$ cat config.mk
export PLATFORM = sky130hd
export DESIGN_NAME = uart_tx_arbiter
export DESIGN_NICKNAME = d
export VERILOG_FILES = /design/src/rtl/uart_pkg.sv /design/src/rtl/rr_priority_pick.sv /design/src/rtl/uart_tx_arbiter.sv
export SDC_FILE = /design/constraint.sdc
export NUM_CORES = 1
export LEC_CHECK = 0
export ABC_CLOCK_PERIOD_IN_PS = 4800
export CAP_MARGIN = 30
export CORE_ASPECT_RATIO = 0.8
export CORE_MARGIN = 3
export CORE_UTILIZATION = 35
export DETAILED_ROUTE_END_ITERATION = 10
export GPL_ROUTABILITY_DRIVEN = 0
export PLACE_DENSITY = 0.64
export SETUP_SLACK_MARGIN = 0.5
export SYNTH_ARGS = -nofsm -noshare
export SYNTH_HDL_FRONTEND = slang
export SYNTH_SLANG_ARGS = --single-unit
$ cat constraint.sdc
create_clock -name clk -period 4.8 [get_ports clk]
set_input_delay 0.96 -clock clk [delete_from_list [all_inputs] [get_ports clk]]
set_output_delay 0.96 -clock clk [all_outputs]
set_load 0.01 [all_outputs]
$ cat src/rtl/uart_pkg.sv
// Shared definitions for the UART transmit path: FSM encoding, register address,
// requester indices and the canned response bytes sent by the command block.
package uart_pkg;

   typedef enum logic [1:0] {
      ST_IDLE        = 2'd0,
      ST_LOAD        = 2'd1,
      ST_WAIT_ACCEPT = 2'd2,
      ST_WAIT_DONE   = 2'd3
   } tx_state_e;

   localparam logic [2:0] UART_REG_DATA = 3'b000;

   localparam int REQ_ACK     = 0;
   localparam int REQ_REACHED = 1;
   localparam int REQ_STATE   = 2;
   localparam int REQ_ERR     = 3;

   localparam logic [7:0] RESP_ACK     = "A";
   localparam logic [7:0] RESP_REACHED = "R";
   localparam logic [7:0] RESP_UNKNOWN = "?";

   // Index width that stays legal for a single requester.
   function automatic int idx_width(input int n);
      return (n > 1) ? $clog2(n) : 1;
   endfunction

endpackage

$ cat src/rtl/rr_priority_pick.sv
// Combinational winner selection over the pending slots; fixed priority scans from
// index 0, round-robin scans from the pointer and wraps.
module rr_priority_pick #(
   parameter int NUM_REQ = 4,
   parameter int IDX_W   = 2
) (
   input  logic [NUM_REQ-1:0] pending,
   input  logic [IDX_W-1:0]   pointer,
   input  logic               rr_en,
   output logic [NUM_REQ-1:0] winner_onehot,
   output logic [IDX_W-1:0]   winner_idx,
   output logic               winner_valid
);

   int               start;
   int               cand;
   logic [IDX_W-1:0] cand_idx;

   always_comb begin
      winner_onehot = '0;
      winner_idx    = '0;
      winner_valid  = 1'b0;
      cand          = 0;
      cand_idx      = '0;
      start         = rr_en ? int'(pointer) : 0;
      for (int k = 0; k < NUM_REQ; k++) begin
         cand = start + k;
         if (cand >= NUM_REQ) begin
            cand = cand - NUM_REQ;
         end
         cand_idx = IDX_W'(cand);
         if (!winner_valid && pending[cand_idx]) begin
            winner_valid            = 1'b1;
            winner_idx              = cand_idx;
            winner_onehot[cand_idx] = 1'b1;
         end
      end
   end

endmodule

$ cat src/rtl/uart_tx_arbiter.sv
// Shares the UART_MASTER transmit channel between byte sources, each with a one-deep
// holding slot, and sequences the write handshake against TxRDYn.
module uart_tx_arbiter
   import uart_pkg::*;
#(
   parameter int NUM_REQ        = 4,
   parameter int RR_EN          = 0,
   parameter int ACCEPT_TIMEOUT = 64,
   parameter int CNT_W          = 8
) (
   input  logic                 clk,
   input  logic                 reset_n,
   input  logic [NUM_REQ-1:0]   req_valid,
   input  logic [NUM_REQ*8-1:0] req_data,
   output logic [NUM_REQ-1:0]   grant,
   output logic [NUM_REQ-1:0]   drop,
   output logic [CNT_W-1:0]     drop_count,
   output logic                 busy,
   output logic                 tx_en,
   output logic [2:0]           waddr,
   output logic [7:0]           wdata,
   input  logic                 tx_rdy_n
);

   localparam int IDX_W = idx_width(NUM_REQ);
   localparam int TO_W  = $clog2(ACCEPT_TIMEOUT + 1);
   localparam logic [TO_W-1:0] TO_LAST = TO_W'(ACCEPT_TIMEOUT - 1);

   tx_state_e                 state_q;
   logic [NUM_REQ-1:0]        slot_full_q, slot_full_d;
   logic [NUM_REQ-1:0][7:0]   slot_data_q, slot_data_d;
   logic [NUM_REQ-1:0]        drop_q, drop_d;
   logic [CNT_W-1:0]          drop_count_q, drop_count_d;
   logic [IDX_W-1:0]          win_idx_q;
   logic [NUM_REQ-1:0]        win_onehot_q;
   logic [IDX_W-1:0]          rr_ptr_q;
   logic [NUM_REQ-1:0]        grant_q;
   logic                      tx_en_q;
   logic                      busy_q;
   logic [7:0]                wdata_q;
   logic [TO_W-1:0]           timeout_cnt_q;

   logic [NUM_REQ-1:0]        pick_onehot;
   logic [IDX_W-1:0]          pick_idx;
   logic                      pick_valid;
   logic [NUM_REQ-1:0]        slot_clear;
   logic [IDX_W-1:0]          next_ptr;

   rr_priority_pick #(
      .NUM_REQ (NUM_REQ),
      .IDX_W   (IDX_W)
   ) u_pick (
      .pending       (slot_full_q),
      .pointer       (rr_ptr_q),
      .rr_en         (RR_EN != 0),
      .winner_onehot (pick_onehot),
      .winner_idx    (pick_idx),
      .winner_valid  (pick_valid)
   );

   // The winner slot empties on the LOAD edge, so a request landing then is accepted.
   assign slot_clear = (state_q == ST_LOAD) ? win_onehot_q : '0;
   assign next_ptr   = (win_idx_q == IDX_W'(NUM_REQ - 1)) ? '0 : win_idx_q + IDX_W'(1);

   always_comb begin
      slot_full_d  = slot_full_q & ~slot_clear;
      slot_data_d  = slot_data_q;
      drop_d       = '0;
      drop_count_d = drop_count_q;
      for (int i = 0; i < NUM_REQ; i++) begin
         if (req_valid[i]) begin
            if (slot_full_d[i]) begin
               drop_d[i] = 1'b1;
            end else begin
               slot_full_d[i] = 1'b1;
               slot_data_d[i] = req_data[i*8 +: 8];
            end
         end
      end
      for (int i = 0; i < NUM_REQ; i++) begin
         if (drop_d[i] && (drop_count_d != {CNT_W{1'b1}})) begin
            drop_count_d = drop_count_d + CNT_W'(1);
         end
      end
   end

   always_ff @(posedge clk) begin
      if (!reset_n) begin
         slot_full_q  <= '0;
         slot_data_q  <= '0;
         drop_q       <= '0;
         drop_count_q <= '0;
      end else begin
         slot_full_q  <= slot_full_d;
         slot_data_q  <= slot_data_d;
         drop_q       <= drop_d;
         drop_count_q <= drop_count_d;
      end
   end

   // The winner is latched on leaving IDLE and stays fixed through LOAD.
   always_ff @(posedge clk) begin
      if (!reset_n) begin
         state_q       <= ST_IDLE;
         win_idx_q     <= '0;
         win_onehot_q  <= '0;
         rr_ptr_q      <= '0;
         grant_q       <= '0;
         tx_en_q       <= 1'b0;
         busy_q        <= 1'b0;
         wdata_q       <= '0;
         timeout_cnt_q <= '0;
      end else begin
         grant_q <= '0;
         tx_en_q <= 1'b0;
         case (state_q)
            ST_IDLE: begin
               if (pick_valid && !tx_rdy_n) begin
                  win_idx_q    <= pick_idx;
                  win_onehot_q <= pick_onehot;
                  state_q      <= ST_LOAD;
                  busy_q       <= 1'b1;
               end
            end
            ST_LOAD: begin
               tx_en_q       <= 1'b1;
               grant_q       <= win_onehot_q;
               wdata_q       <= slot_data_q[win_idx_q];
               timeout_cnt_q <= '0;
               state_q       <= ST_WAIT_ACCEPT;
               if (RR_EN != 0) begin
                  rr_ptr_q <= next_ptr;
               end
            end
            ST_WAIT_ACCEPT: begin
               if (tx_rdy_n || (timeout_cnt_q == TO_LAST)) begin
                  state_q <= ST_WAIT_DONE;
               end else begin
                  timeout_cnt_q <= timeout_cnt_q + TO_W'(1);
               end
            end
            ST_WAIT_DONE: begin
               if (!tx_rdy_n) begin
                  state_q <= ST_IDLE;
                  busy_q  <= 1'b0;
               end
            end
            default: begin
               state_q <= ST_IDLE;
               busy_q  <= 1'b0;
            end
         endcase
      end
   end

   assign grant      = grant_q;
   assign drop       = drop_q;
   assign drop_count = drop_count_q;
   assign busy       = busy_q;
   assign tx_en      = tx_en_q;
   assign waddr      = UART_REG_DATA;
   assign wdata      = wdata_q;

endmodule
# Word level (Yosys, flattened, before mapping)
# Cells that the tools add are included.
[totals] regBits=77 input_bits=39
[op_classes] eq_ne=12 muxes=40 order_cmp=1 n_reduce_logical=24 add_sub_neg=5 n_bitwise=6
[ops] operator="$mux 8" count=5
[ops] operator="$add 8x1->8 const B" count=4
[ops] operator="$ne 8x8->1 const B" count=4
[ops] operator="$mux 1" count=21
[ops] operator="$bmux 8 s2" count=1
[ops] operator="$pmux 7 s2" count=1
[ops] operator="$mux 2" count=6
[ops] operator="$reduce_and 2->1" count=6
[ops] operator="$logic_and 1x1->1" count=8
[ops] operator="$mux 4" count=2
[ops] operator="$ne 2x2->1 const B" count=4
[ops] operator="$pmux 2 s4" count=1
[ops] operator="$add 7x1->7 const B" count=1
[ops] operator="$eq 7x6->1 const B" count=1
[ops] operator="$mux 7" count=1
[ops] operator="$reduce_and 3->1" count=2
[ops] operator="$and 4x4->4" count=1
[ops] operator="$eq 2x2->1 const B" count=2
[ops] operator="$logic_not 1->1" count=4
[ops] operator="$not 1->1" count=4
[ops] operator="$not 4->4" count=1
[ops] operator="$reduce_bool 2->1" count=2
[ops] operator="$lt 2x3->1 const B" count=1
[ops] operator="$mux 3" count=1
[ops] operator="other kinds (4)" count=4

# Depth between registers and ports, before layout
# Gate-level depths: netlist of the first run.
[logic_depth] ltp_word=17 mapped_depth=26

# Hierarchy
# A second synthesis of the first run with hierarchy kept.
[hier_totals] cells_unflattened=554 area_unflattened_um2=4888.4
[by_module_without_submodules] module="uart_tx_arbiter" cells_each=485 seq_area_each_um2=1541.5 n_inst=1 area_each_um2=4345.4
[by_module_without_submodules] module="rr_priority_pick" cells_each=69 seq_area_each_um2=0.0 n_inst=1 area_each_um2=543.0

# Worst setup path after synthesis of the first run
# OpenSTA, ideal clock, no wires.
[synth_timing] path_kind="input-to-reg" startpoint="input req_valid[0]" endpoint="register drop_count_q[1], in the netlist drop_count[1]" setup_slack_ps=-182 stages=21 required_ps=4714 path_buffers=2 arrival_time_ps=4896 cell_sequence="clkbuf_1 o211a_1 xnor2_1 inv_1 ha_1 nand4_1 o22ai_1 nand2_1 o21bai_4 mux2_2 ha_1 buf_4 nand2_1 inv_1 o2111ai_1 mux2i_1 o311ai_1 or4_4 and3_4 xnor2_1 a211oi_1"
[synth_between] elab_chain_len=12 word_cells_on_any_way=15 classes_between="add/sub (3); eq/ne (3); mux (5); reduce/logical (4)"
[synth_lines] element="from (decl)" line="uart_tx_arbiter.sv:13" text="input logic [NUM_REQ-1:0] req_valid,"
[synth_lines] element="$mux 1 (*)" line="uart_tx_arbiter.sv:71" text="if (req_valid[i]) begin"
[synth_lines] element="$logic_and 1x1->1 (*)" line="uart_tx_arbiter.sv:81" text="if (drop_d[i] && (drop_count_d != {CNT_W{1'b1}})) begin"
[synth_lines] element="$mux 8 (*)" line="uart_tx_arbiter.sv:81"
[synth_lines] element="parallel branches: the longest is 2 deep, another holds $add 8x1->8"
[synth_lines] element="$mux 8 (*)" line="uart_tx_arbiter.sv:81"
[synth_lines] element="parallel branches: the longest is 2 deep, another holds $add 8x1->8"
[synth_lines] element="$mux 8 (*)" line="uart_tx_arbiter.sv:81"
[synth_lines] element="parallel branches: the longest is 2 deep, another holds $add 8x1->8"
[synth_lines] element="$mux 8 (*)" line="uart_tx_arbiter.sv:81"
[synth_lines] element="to (signal assigned)" line="uart_tx_arbiter.sv:97" text="drop_count_q <= drop_count_d;"
[synth_lines] element="to (decl)" line="uart_tx_arbiter.sv:33" text="logic [CNT_W-1:0] drop_count_q, drop_count_d;"
# Every way passes the cells marked *.
# A chain may end at the register's enable or synchronous reset.

# Worst setup path after layout of the first run
[layout_timing] startpoint="register state_q[1]" endpoint="register drop_count_q[5], in the netlist drop_count[5]"
[layout_between] elab_chain_len=17 word_cells_on_any_way=26 classes_between="add/sub (3); eq/ne (4); mux (13); bitwise (2); reduce/logical (4)"
[layout_lines] element="from (decl)" line="uart_tx_arbiter.sv:29" text="tx_state_e state_q;"
[layout_lines] element="from (signal assigned)" line="uart_tx_arbiter.sv:104" text="state_q <= ST_IDLE;"
[layout_lines] element="from (signal assigned)" line="uart_tx_arbiter.sv:121" text="state_q <= ST_LOAD;"
[layout_lines] element="from (signal assigned)" line="uart_tx_arbiter.sv:130" text="state_q <= ST_WAIT_ACCEPT;"
[layout_lines] element="$eq 2x1->1 (*)" line="uart_tx_arbiter.sv:62" text="assign slot_clear = (state_q == ST_LOAD) ? win_onehot_q : '0;"
[layout_lines] element="$mux 4 (*)"
[layout_lines] element="$not 4->4 (*)" line="uart_tx_arbiter.sv:66" text="slot_full_d = slot_full_q & ~slot_clear;"
[layout_lines] element="$and 4x4->4 (*)" line="uart_tx_arbiter.sv:66"
[layout_lines] element="parallel branches: the longest is 12 deep, another holds $add 8x1->8"
[layout_lines] element="$mux 8 (*)" line="uart_tx_arbiter.sv:81"
# Marked as above.

==> results.rst, run 1 <==
.. list-table::
   :header-rows: 1

   * - Metric
     - Value
   * - Run status
     - complete, no violations
   * - Clock latency reported for the late side of the worst-skew pair
     - 0.34 ns
   * - Power share of the clock group
     - 32.7%
   * - Vert. Die Dim
     - 105 um
   * - Part of the total power dissipated in combinational logic
     - 30.5%
   * - Number of vias after detailed routing
     - 4101
   * - Complex-gate fraction of the synthesized area
     - 17.1%
   * - Period utilization
     - 89.2%
   * - Initial cell density of the core
     - 36.5%
   * - Net switching power of the design
     - 0.651 mW
   * - Part of the power in registers
     - 36.9%
   * - Horizontal die dimension
     - 130 um
   * - Leakage Power
     - 2.39 nW
   * - Cell area after technology mapping
     - 4290 sq um
   * - Number of buffers between clock root and the deepest sink
     - 2
   * - Number of fillers in the final layout
     - 1090
   * - RSZ-0062 raised after global routing
     - yes
   * - Kind of start point of the critical path
     - flop
   * - Number of cells produced by synthesis
     - 483
   * - Post-route cell area
     - 6010 sq um
   * - Final #Nets
     - 642
   * - Number of global-route vias before repair
     - 3905
   * - Number of enable flip-flop cells after synthesis
     - 0
   * - Top cell types by occurrence after synthesis
     - sky130_fd_sc_hd__dfxtp_1 (77), sky130_fd_sc_hd__nor2_1 (61), sky130_fd_sc_hd__nand2_1 (44), sky130_fd_sc_hd__mux2i_1 (40), sky130_fd_sc_hd__a21oi_1 (26)
   * - Met1 track utilization from global routing
     - 25.8%
   * - Met3 GRT Util
     - 4.39%
   * - Warnings, synthesis
     - 0
   * - Hold bufs inserted after CTS
     - 0
   * - Synth async-reset ratio
     - 0%
   * - Main combinational cell family by area after synthesis
     - simple AND/OR/NAND/NOR gates
   * - Area growth, synth to finish
     - 40.3%
   * - Avg Cell Area, Syn
     - 8.87 sq um
   * - Placeable Area
     - 11700 sq um
   * - Cell type with the largest total area after synthesis
     - sky130_fd_sc_hd__dfxtp_1
   * - Path depth of the worst reg2reg path
     - 24
   * - Number of detailed-route iterations in the first pass
     - 7
   * - Adder-Cell Fraction of Synth Area
     - 2.63%
   * - Diodes inserted
     - 0
   * - Post-DRT Antenna Nets
     - 0
   * - Pin count of the biggest net entering global routing
     - 45
   * - CP max FO
     - 10
   * - Number of clock sinks
     - 77
   * - Core Rows
     - 35
   * - Final Max Slew Viols
     - 0
   * - Share of total power consumed by net switching
     - 32.3%
   * - Share of final-layout standard cells stronger than drive strength 1
     - 24.9%
   * - Maximum vdd ir drop
     - 190 uV
   * - Max cap viols
     - 0
   * - Slew HR
     - 58.5%
   * - FF+latch count, synth
     - 77
   * - Most common flop cell mapped by yosys
     - sky130_fd_sc_hd__dfxtp_1
   * - Simple-gate area share of the yosys netlist
     - 22.1%
   * - Netlist cell types
     - 78
   * - Global-route wire length before repair
     - 19800 um
   * - Maximum clock rate
     - 233 MHz
   * - Final HPWL from detailed placement
     - 9140 um
   * - TritonCTS Buffers
     - 9
   * - Initial antenna violation count
     - 0
   * - CTS tree
     - done
   * - Count of input and output buffers
     - 64
   * - Maximum level of the CTS H-tree
     - 3
   * - Average wire per cell in the routed design
     - 17.2 um
   * - Worst EP arrival
     - 4.52 ns
   * - Number of hold violations in the final report
     - 0
   * - Element type at the critical path end
     - flop
   * - Internal Power
     - 1.37 mW
   * - PD cells
     - 335 nW/um^2
   * - Top area cells in the synthesized netlist
     - sky130_fd_sc_hd__dfxtp_1 (36%), sky130_fd_sc_hd__mux2i_1 (9.3%), sky130_fd_sc_hd__nor2_1 (5.3%)
   * - Crit Path Class
     - flop to flop
   * - Cell depth of the worst hold path
     - 2
   * - Instance area after placement
     - 5410 sq um
   * - Min-delay worst type
     - flop to flop
   * - Tot Pwr
     - 2.02 mW
   * - Area share of the largest cell type after synthesis
     - 36.0%
   * - I/O pin total
     - 68
   * - Area share of xor/xnor cells in the synthesized design
     - 2.86%
   * - Number of setup violations in the final report
     - 0
   * - Violation count after the first detailed-route iteration
     - 360
   * - Met2 track utilization from global routing
     - 27.3%
   * - All-Layer GR Usage
     - 18.2%
   * - Clock period minus worst slack
     - 4.28 ns
   * - Dominant cell by count in the synthesized netlist
     - sky130_fd_sc_hd__dfxtp_1
   * - Root buffer cell
     - sky130_fd_sc_hd__clkbuf_16
   * - DR vias/cell
     - 5.49
   * - Global route hottest layer
     - met2
   * - Slew of the pin with the lowest slew margin
     - 0.622 ns
   * - Maximum clock skew at final layout
     - 0.00728 ns
   * - Area of the die
     - 13600 sq um
   * - Post-synthesis mux area share
     - 15.1%
   * - Drt total wl
     - 12900 um
   * - Worst-path clk slew
     - 0.07 ns
   * - Data required time of the worst path
     - 5.04 ns
   * - Setup slack of the most critical reg-to-reg path
     - 0.52 ns
   * - DRC violations left
     - 0
   * - Sequential cell area fraction in the yosys report
     - 36.0%
   * - Total global routing overflow
     - 0
   * - Number of cells after detailed placement
     - 718
   * - Post-Layout Cell Count
     - 747
-- critical path, cell delays in order (launching register included) --
cell,delay [ns]
sky130_fd_sc_hd__dfxtp_4,0.36
sky130_fd_sc_hd__inv_4,0.06
sky130_fd_sc_hd__ha_4,0.16
sky130_fd_sc_hd__a21boi_4,0.07
sky130_fd_sc_hd__buf_6,0.15
sky130_fd_sc_hd__o211ai_1,0.12
sky130_fd_sc_hd__nand2_1,0.12
sky130_fd_sc_hd__nand2_2,0.09
sky130_fd_sc_hd__ha_2,0.20
sky130_fd_sc_hd__nand4_1,0.10
sky130_fd_sc_hd__o22ai_2,0.21
sky130_fd_sc_hd__nand2_2,0.11
sky130_fd_sc_hd__o21bai_4,0.19
sky130_fd_sc_hd__mux2_4,0.34
sky130_fd_sc_hd__ha_4,0.18
sky130_fd_sc_hd__nand2_4,0.07
sky130_fd_sc_hd__inv_4,0.04
sky130_fd_sc_hd__o2111ai_4,0.10
sky130_fd_sc_hd__mux2i_2,0.29
sky130_fd_sc_hd__o311ai_2,0.16
sky130_fd_sc_hd__or4_4,0.59
sky130_fd_sc_hd__buf_6,0.15
sky130_fd_sc_hd__nand4b_1,0.10
sky130_fd_sc_hd__xor2_1,0.07
sky130_fd_sc_hd__and2_1,0.16
-- cells in the final DEF, fill, tap and decap left out, types with 5 or more instances in the layout --
cell type | Yosys | routed
sky130_fd_sc_hd__dfxtp_1 | 77 | 71
sky130_fd_sc_hd__clkdlybuf4s50_1 | 0 | 63
sky130_fd_sc_hd__buf_4 | 5 | 61
sky130_fd_sc_hd__nor2_1 | 61 | 60
sky130_fd_sc_hd__nand2_1 | 44 | 41
sky130_fd_sc_hd__mux2i_1 | 40 | 38
sky130_fd_sc_hd__a21oi_1 | 26 | 26
sky130_fd_sc_hd__nand3_1 | 20 | 19
sky130_fd_sc_hd__o21ai_0 | 16 | 16
sky130_fd_sc_hd__and3_1 | 11 | 11
sky130_fd_sc_hd__clkbuf_16 | 0 | 9
sky130_fd_sc_hd__mux4_2 | 8 | 8
sky130_fd_sc_hd__inv_1 | 9 | 6
sky130_fd_sc_hd__o211ai_1 | 6 | 6
sky130_fd_sc_hd__nor3_1 | 6 | 6
sky130_fd_sc_hd__and2_1 | 6 | 6
sky130_fd_sc_hd__nand2b_1 | 6 | 6
sky130_fd_sc_hd__xnor2_1 | 8 | 6
sky130_fd_sc_hd__xor2_1 | 6 | 6
sky130_fd_sc_hd__nand4_1 | 5 | 5
sky130_fd_sc_hd__ha_1 | 9 | 5
-- layout make-up --
type / instances / area [sq um] / area share [%]
clock inverter: 7 / 62.6 / 1.04
timing repair buffer: 128 / 1140 / 19.0
inverter: 9 / 38.8 / 0.645
sequential: 77 / 1550 / 25.8
tap: 148 / 185 / 3.08
clock buffer: 9 / 225 / 3.74
multi-input combinational: 369 / 2810 / 46.7
-- power by group through the flow --
| stage | registers [mW] | clock network, mW | logic [mW] |
|---|---|---|---|
| global route | 0.751 | 0.703 | 0.664 |
| finish | 0.744 | 0.658 | 0.614 |
| detailed placement | 0.746 | 0 | 0.537 |
| global placement | 0.743 | 0 | 0.526 |
| CTS | 0.734 | 0.674 | 0.553 |
| floorplan | 0.741 | 0 | 0.349 |
-- path summary, 6_finish.rpt --
path,from,endpoint
worst max-delay path,state_q[1]$_SDFFE_PN0P_,drop_count[5]$_SDFF_PN0_
worst min-delay path,slot_data_q[3]$_SDFFE_PN0P_,slot_data_q[3]$_SDFFE_PN0P_
worst max register to register,state_q[1]$_SDFFE_PN0P_,drop_count[5]$_SDFF_PN0_
worst min register to register,slot_data_q[3]$_SDFFE_PN0P_,slot_data_q[3]$_SDFFE_PN0P_
-- cell families after synthesis --
logic type | Yosys count
adder cells (fa/ha/maj) | 9
buffers and inverters | 39
AND/OR/NAND/NOR | 189
XOR/XNOR | 14
flip-flops | 77
multiplexers | 53
AO/OA/AOI/OAI | 101
other | 1
-- repair_timing --
item / CTS / global route
setup buffers: 3 / 10
pin swaps: 4 / 16
gates resized for setup: 12 / 44
endpoints found under the setup margin: 8 / 8
-- registers in the layout, summed over array words and instances (netlist names) --
signal / flops
slot_full_q: 4
drop: 4
win_onehot_q: 4
busy: 1
win_idx_q: 2
timeout_cnt_q: 7
drop_count: 8
tx_en: 1
state_q: 2
slot_data_q: 32
wdata: 8
grant: 4
-- metal layers --
metal | share of wire (%) | up-vias
met4 | 1.9 | 0
met2 | 45 | 163
met1 | 46 | 1943
met5 | 0 | -
li1 | - | 1960
met3 | 6.7 | 35
-- metrics by stage --
stage / hold slack [ns] / worst slack, ns / utilization (%) / setup TNS [ns]
final: 0.461 / 0.516 / 51.2 / 0
after global routing: 0.488 / 0.357 / 51.2 / 0
after CTS: 0.462 / 0.501 / 49.0 / 0
after detailed placement: 0.453 / -0.317 / 46.1 / -1.29
after global placement: 0.441 / -0.192 / 46.1 / -0.538
after floorplan: 0.433 / 0.0762 / - / 0
Note: power is estimated with default switching activity, not from simulation.
==> inputs of run 2 (changes only) <==
--- a/config.mk
+++ b/config.mk
@@ -13,6 +13,7 @@
 export DETAILED_ROUTE_END_ITERATION = 10
 export GPL_ROUTABILITY_DRIVEN = 0
 export PLACE_DENSITY = 0.64
+export RECOVER_POWER = 25
 export SETUP_SLACK_MARGIN = 0.5
 export SYNTH_ARGS = -nofsm -noshare
 export SYNTH_HDL_FRONTEND = slang
==> results.rst, run 2 (synthesized netlist as in run 1, its figures left out) <==
.. list-table::
   :header-rows: 1

   * - Metric
     - Value
   * - Run status
     - complete, no violations
   * - All-Layer GR Usage
     - 18.2% (unchanged)
   * - Total global routing overflow
     - 0 (unchanged)
   * - Max cap viols
     - 0 (unchanged)
   * - Number of vias after detailed routing
     - 4103 (+0.049%)
   * - Initial antenna violation count
     - 0 (unchanged)
   * - DR vias/cell
     - 5.49 (about the same)
   * - Share of final-layout standard cells stronger than drive strength 1
     - 24.7% (-0.17 points)
   * - Number of hold violations in the final report
     - 0 (unchanged)
   * - Leakage Power
     - 2.41 nW (+1.2%)
   * - Core Rows
     - 35 (unchanged)
   * - Part of the total power dissipated in combinational logic
     - 30.4% (about the same)
   * - Final #Nets
     - 642 (unchanged)
   * - Post-DRT Antenna Nets
     - 0 (unchanged)
   * - Post-Layout Cell Count
     - 747 (unchanged)
   * - Slew of the pin with the lowest slew margin
     - 0.767 ns (+0.145 ns)
   * - Slew HR
     - 48.8% (-9.6 points)
   * - Maximum clock rate
     - 233 MHz (about the same)
   * - Worst EP arrival
     - 4.54 ns (+0.02 ns)
   * - Kind of start point of the critical path
     - flop
   * - Most frequent standard cell in the layout excluding fill and tap cells
     - sky130_fd_sc_hd__dfxtp_1
   * - Commonest cells after routing, fill and taps aside
     - sky130_fd_sc_hd__dfxtp_1 (71), sky130_fd_sc_hd__buf_4 (61), sky130_fd_sc_hd__nor2_1 (60), sky130_fd_sc_hd__clkdlybuf4s50_1 (53), sky130_fd_sc_hd__nand2_1 (41)
   * - Power share of the clock group
     - 32.7% (about the same)
   * - Flip-flop count of the largest register after layout
     - 32 (unchanged)
   * - Instance area after placement
     - 5410 sq um (unchanged)
   * - Register containing the most flip-flops in the final layout
     - slot_data_q
   * - Number of buffers between clock root and the deepest sink
     - 2 (unchanged)
   * - Share of total power consumed by net switching
     - 32.3% (about the same)
   * - RSZ-0062 raised after global routing
     - yes
   * - Clock latency reported for the late side of the worst-skew pair
     - 0.34 ns (about the same)
   * - Number of setup violations in the final report
     - 0 (unchanged)
   * - Internal Power
     - 1.36 mW (about the same)
   * - Pin count of the biggest net entering global routing
     - 45 (unchanged)
   * - Final Max Slew Viols
     - 0 (unchanged)
   * - Period utilization
     - 89.3% (about the same)
   * - PD cells
     - 335 nW/um^2 (about the same)
   * - Element type at the critical path end
     - flop
   * - Clock period minus worst slack
     - 4.28 ns (+0.000493 ns)
   * - Maximum vdd ir drop
     - 190 uV (about the same)
   * - Global-route wire length before repair
     - 19800 um (unchanged)
   * - Number of clock sinks
     - 77 (unchanged)
   * - Maximum level of the CTS H-tree
     - 3 (unchanged)
   * - Horizontal die dimension
     - 130 um (unchanged)
   * - Crit Path Class
     - flop to flop
   * - CTS tree
     - done
   * - Post-route cell area
     - 6010 sq um (unchanged)
   * - CP max FO
     - 10 (unchanged)
   * - Multi-input logic area
     - 2810 sq um (unchanged)
   * - Final HPWL from detailed placement
     - 9140 um (unchanged)
   * - Min-delay worst type
     - flop to flop
   * - Number of detailed-route iterations in the first pass
     - 7 (unchanged)
   * - DRC violations left
     - 0 (unchanged)
   * - Worst-path clk slew
     - 0.07 ns (about the same)
   * - Number of cells after detailed placement
     - 718 (unchanged)
   * - Diodes inserted
     - 0 (unchanged)
   * - I/O pin total
     - 68 (unchanged)
   * - Maximum clock skew at final layout
     - 0.00728 ns (-0.00000492 ns)
   * - TritonCTS Buffers
     - 9 (unchanged)
   * - Initial cell density of the core
     - 36.5% (unchanged)
   * - Number of global-route vias before repair
     - 3905 (unchanged)
   * - Average wire per cell in the routed design
     - 17.2 um (about the same)
   * - Root buffer cell
     - sky130_fd_sc_hd__clkbuf_16
   * - Violation count after the first detailed-route iteration
     - 360 (unchanged)
   * - Net switching power of the design
     - 0.650 mW (about the same)
   * - Drt total wl
     - 12900 um (about the same)
   * - Number of fillers in the final layout
     - 1090 (unchanged)
   * - Part of the power in registers
     - 36.9% (about the same)
   * - Count of input and output buffers
     - 64 (unchanged)
   * - Area growth, synth to finish
     - 40.3% (unchanged)
   * - Sequential cell area
     - 1550 sq um (unchanged)
   * - Placeable Area
     - 11700 sq um (unchanged)
   * - Vert. Die Dim
     - 105 um (unchanged)
   * - Area of the die
     - 13600 sq um (unchanged)
   * - Data required time of the worst path
     - 5.05 ns (about the same)
==> run 2: changes by cell type in the layout (fill, tap and decap cells not counted) <==
cell	change
sky130_fd_sc_hd__inv_1	+1
sky130_fd_sc_hd__inv_2	-1
sky130_fd_sc_hd__clkdlybuf4s50_1	-10
sky130_fd_sc_hd__dlygate4sd3_1	+10
==> run 2: timing repair <==
item,in CTS,in global routing
buffers inserted,3,10
hold buffers,0,0
gates resized for setup,12,44
pin swaps,4,16
setup endpoints to repair,8,8
cloned,0,0
==> run 2: final timing paths <==
path                                                  start                           to  slack, ns  depth (start not counted)
worst max register to register      state_q[1]$_SDFFE_PN0P_     drop_count[1]$_SDFF_PN0_       0.52                         23
worst max-delay path                state_q[1]$_SDFFE_PN0P_     drop_count[1]$_SDFF_PN0_       0.52                         23
worst min register to register  slot_data_q[3]$_SDFFE_PN0P_  slot_data_q[3]$_SDFFE_PN0P_       0.46                          2
worst min-delay path            slot_data_q[3]$_SDFFE_PN0P_  slot_data_q[3]$_SDFFE_PN0P_       0.46                          2
==> run 2: cell type report <==
| class | count | share of cell area (%) |
|---|---|---|
| Multi-Input combinational cell | 369 | 46.7 |
| Clock inverter | 7 | 1.04 |
| Timing Repair Buffer | 128 | 19.0 |
| Tap cell | 148 | 3.08 |
| Clock buffer | 9 | 3.74 |
| Inverter | 9 | 0.645 |
| Sequential cell | 77 | 25.8 |
==> run 2: per-stage QoR <==
| step | worst slack, ns | TNS [ns] | util (%) | power (mW) | hold slack (ns) |
|---|---|---|---|---|---|
| after floorplan | 0.0762 | 0 | - | 1.09 | 0.433 |
| after global routing | 0.351 | 0 | 51.2 | 2.12 | 0.488 |
| after global placement | -0.192 | -0.538 | 46.1 | 1.27 | 0.441 |
| after CTS | 0.501 | 0 | 49.0 | 1.96 | 0.462 |
| after detailed placement | -0.317 | -1.29 | 46.1 | 1.28 | 0.453 |
| final | 0.516 | 0 | 51.2 | 2.01 | 0.461 |
==> run 2: critical path, cell delays in order (launching register included) <==
cell and delay, ns:
sky130_fd_sc_hd__dfxtp_4 0.36, sky130_fd_sc_hd__inv_4 0.06, sky130_fd_sc_hd__ha_4 0.16, sky130_fd_sc_hd__a21boi_4 0.07, sky130_fd_sc_hd__buf_6 0.15, sky130_fd_sc_hd__o211ai_1 0.12
sky130_fd_sc_hd__nand2_1 0.12, sky130_fd_sc_hd__nand2_2 0.09, sky130_fd_sc_hd__ha_2 0.20, sky130_fd_sc_hd__nand4_1 0.10, sky130_fd_sc_hd__o22ai_2 0.21, sky130_fd_sc_hd__nand2_2 0.11
sky130_fd_sc_hd__o21bai_4 0.19, sky130_fd_sc_hd__mux2_4 0.34, sky130_fd_sc_hd__ha_4 0.18, sky130_fd_sc_hd__nand2_4 0.07, sky130_fd_sc_hd__inv_4 0.04, sky130_fd_sc_hd__o2111ai_4 0.10
sky130_fd_sc_hd__mux2i_2 0.29, sky130_fd_sc_hd__o311ai_2 0.16, sky130_fd_sc_hd__or4_4 0.59, sky130_fd_sc_hd__and3_4 0.17, sky130_fd_sc_hd__xnor2_1 0.13, sky130_fd_sc_hd__a211oi_2 0.21
==> run 2: routing by layer <==
metal	global-route usage (%)	part of all wire, %	up-vias
li1	-	-	1958
met1	25.8	46	1947
met2	27.3	45	164
met3	4.39	6.6	34
met4	5.42	1.8	0
met5	0	0	-
==> run 2: power groups by stage <==
| stage | sequential (mW) | clock [mW] | combinational, mW |
|---|---|---|---|
| floorplan | 0.741 | 0 | 0.349 |
| global route | 0.751 | 0.703 | 0.663 |
| CTS | 0.734 | 0.674 | 0.553 |
| finish | 0.744 | 0.658 | 0.613 |
| detailed placement | 0.746 | 0 | 0.537 |
| global placement | 0.743 | 0 | 0.526 |
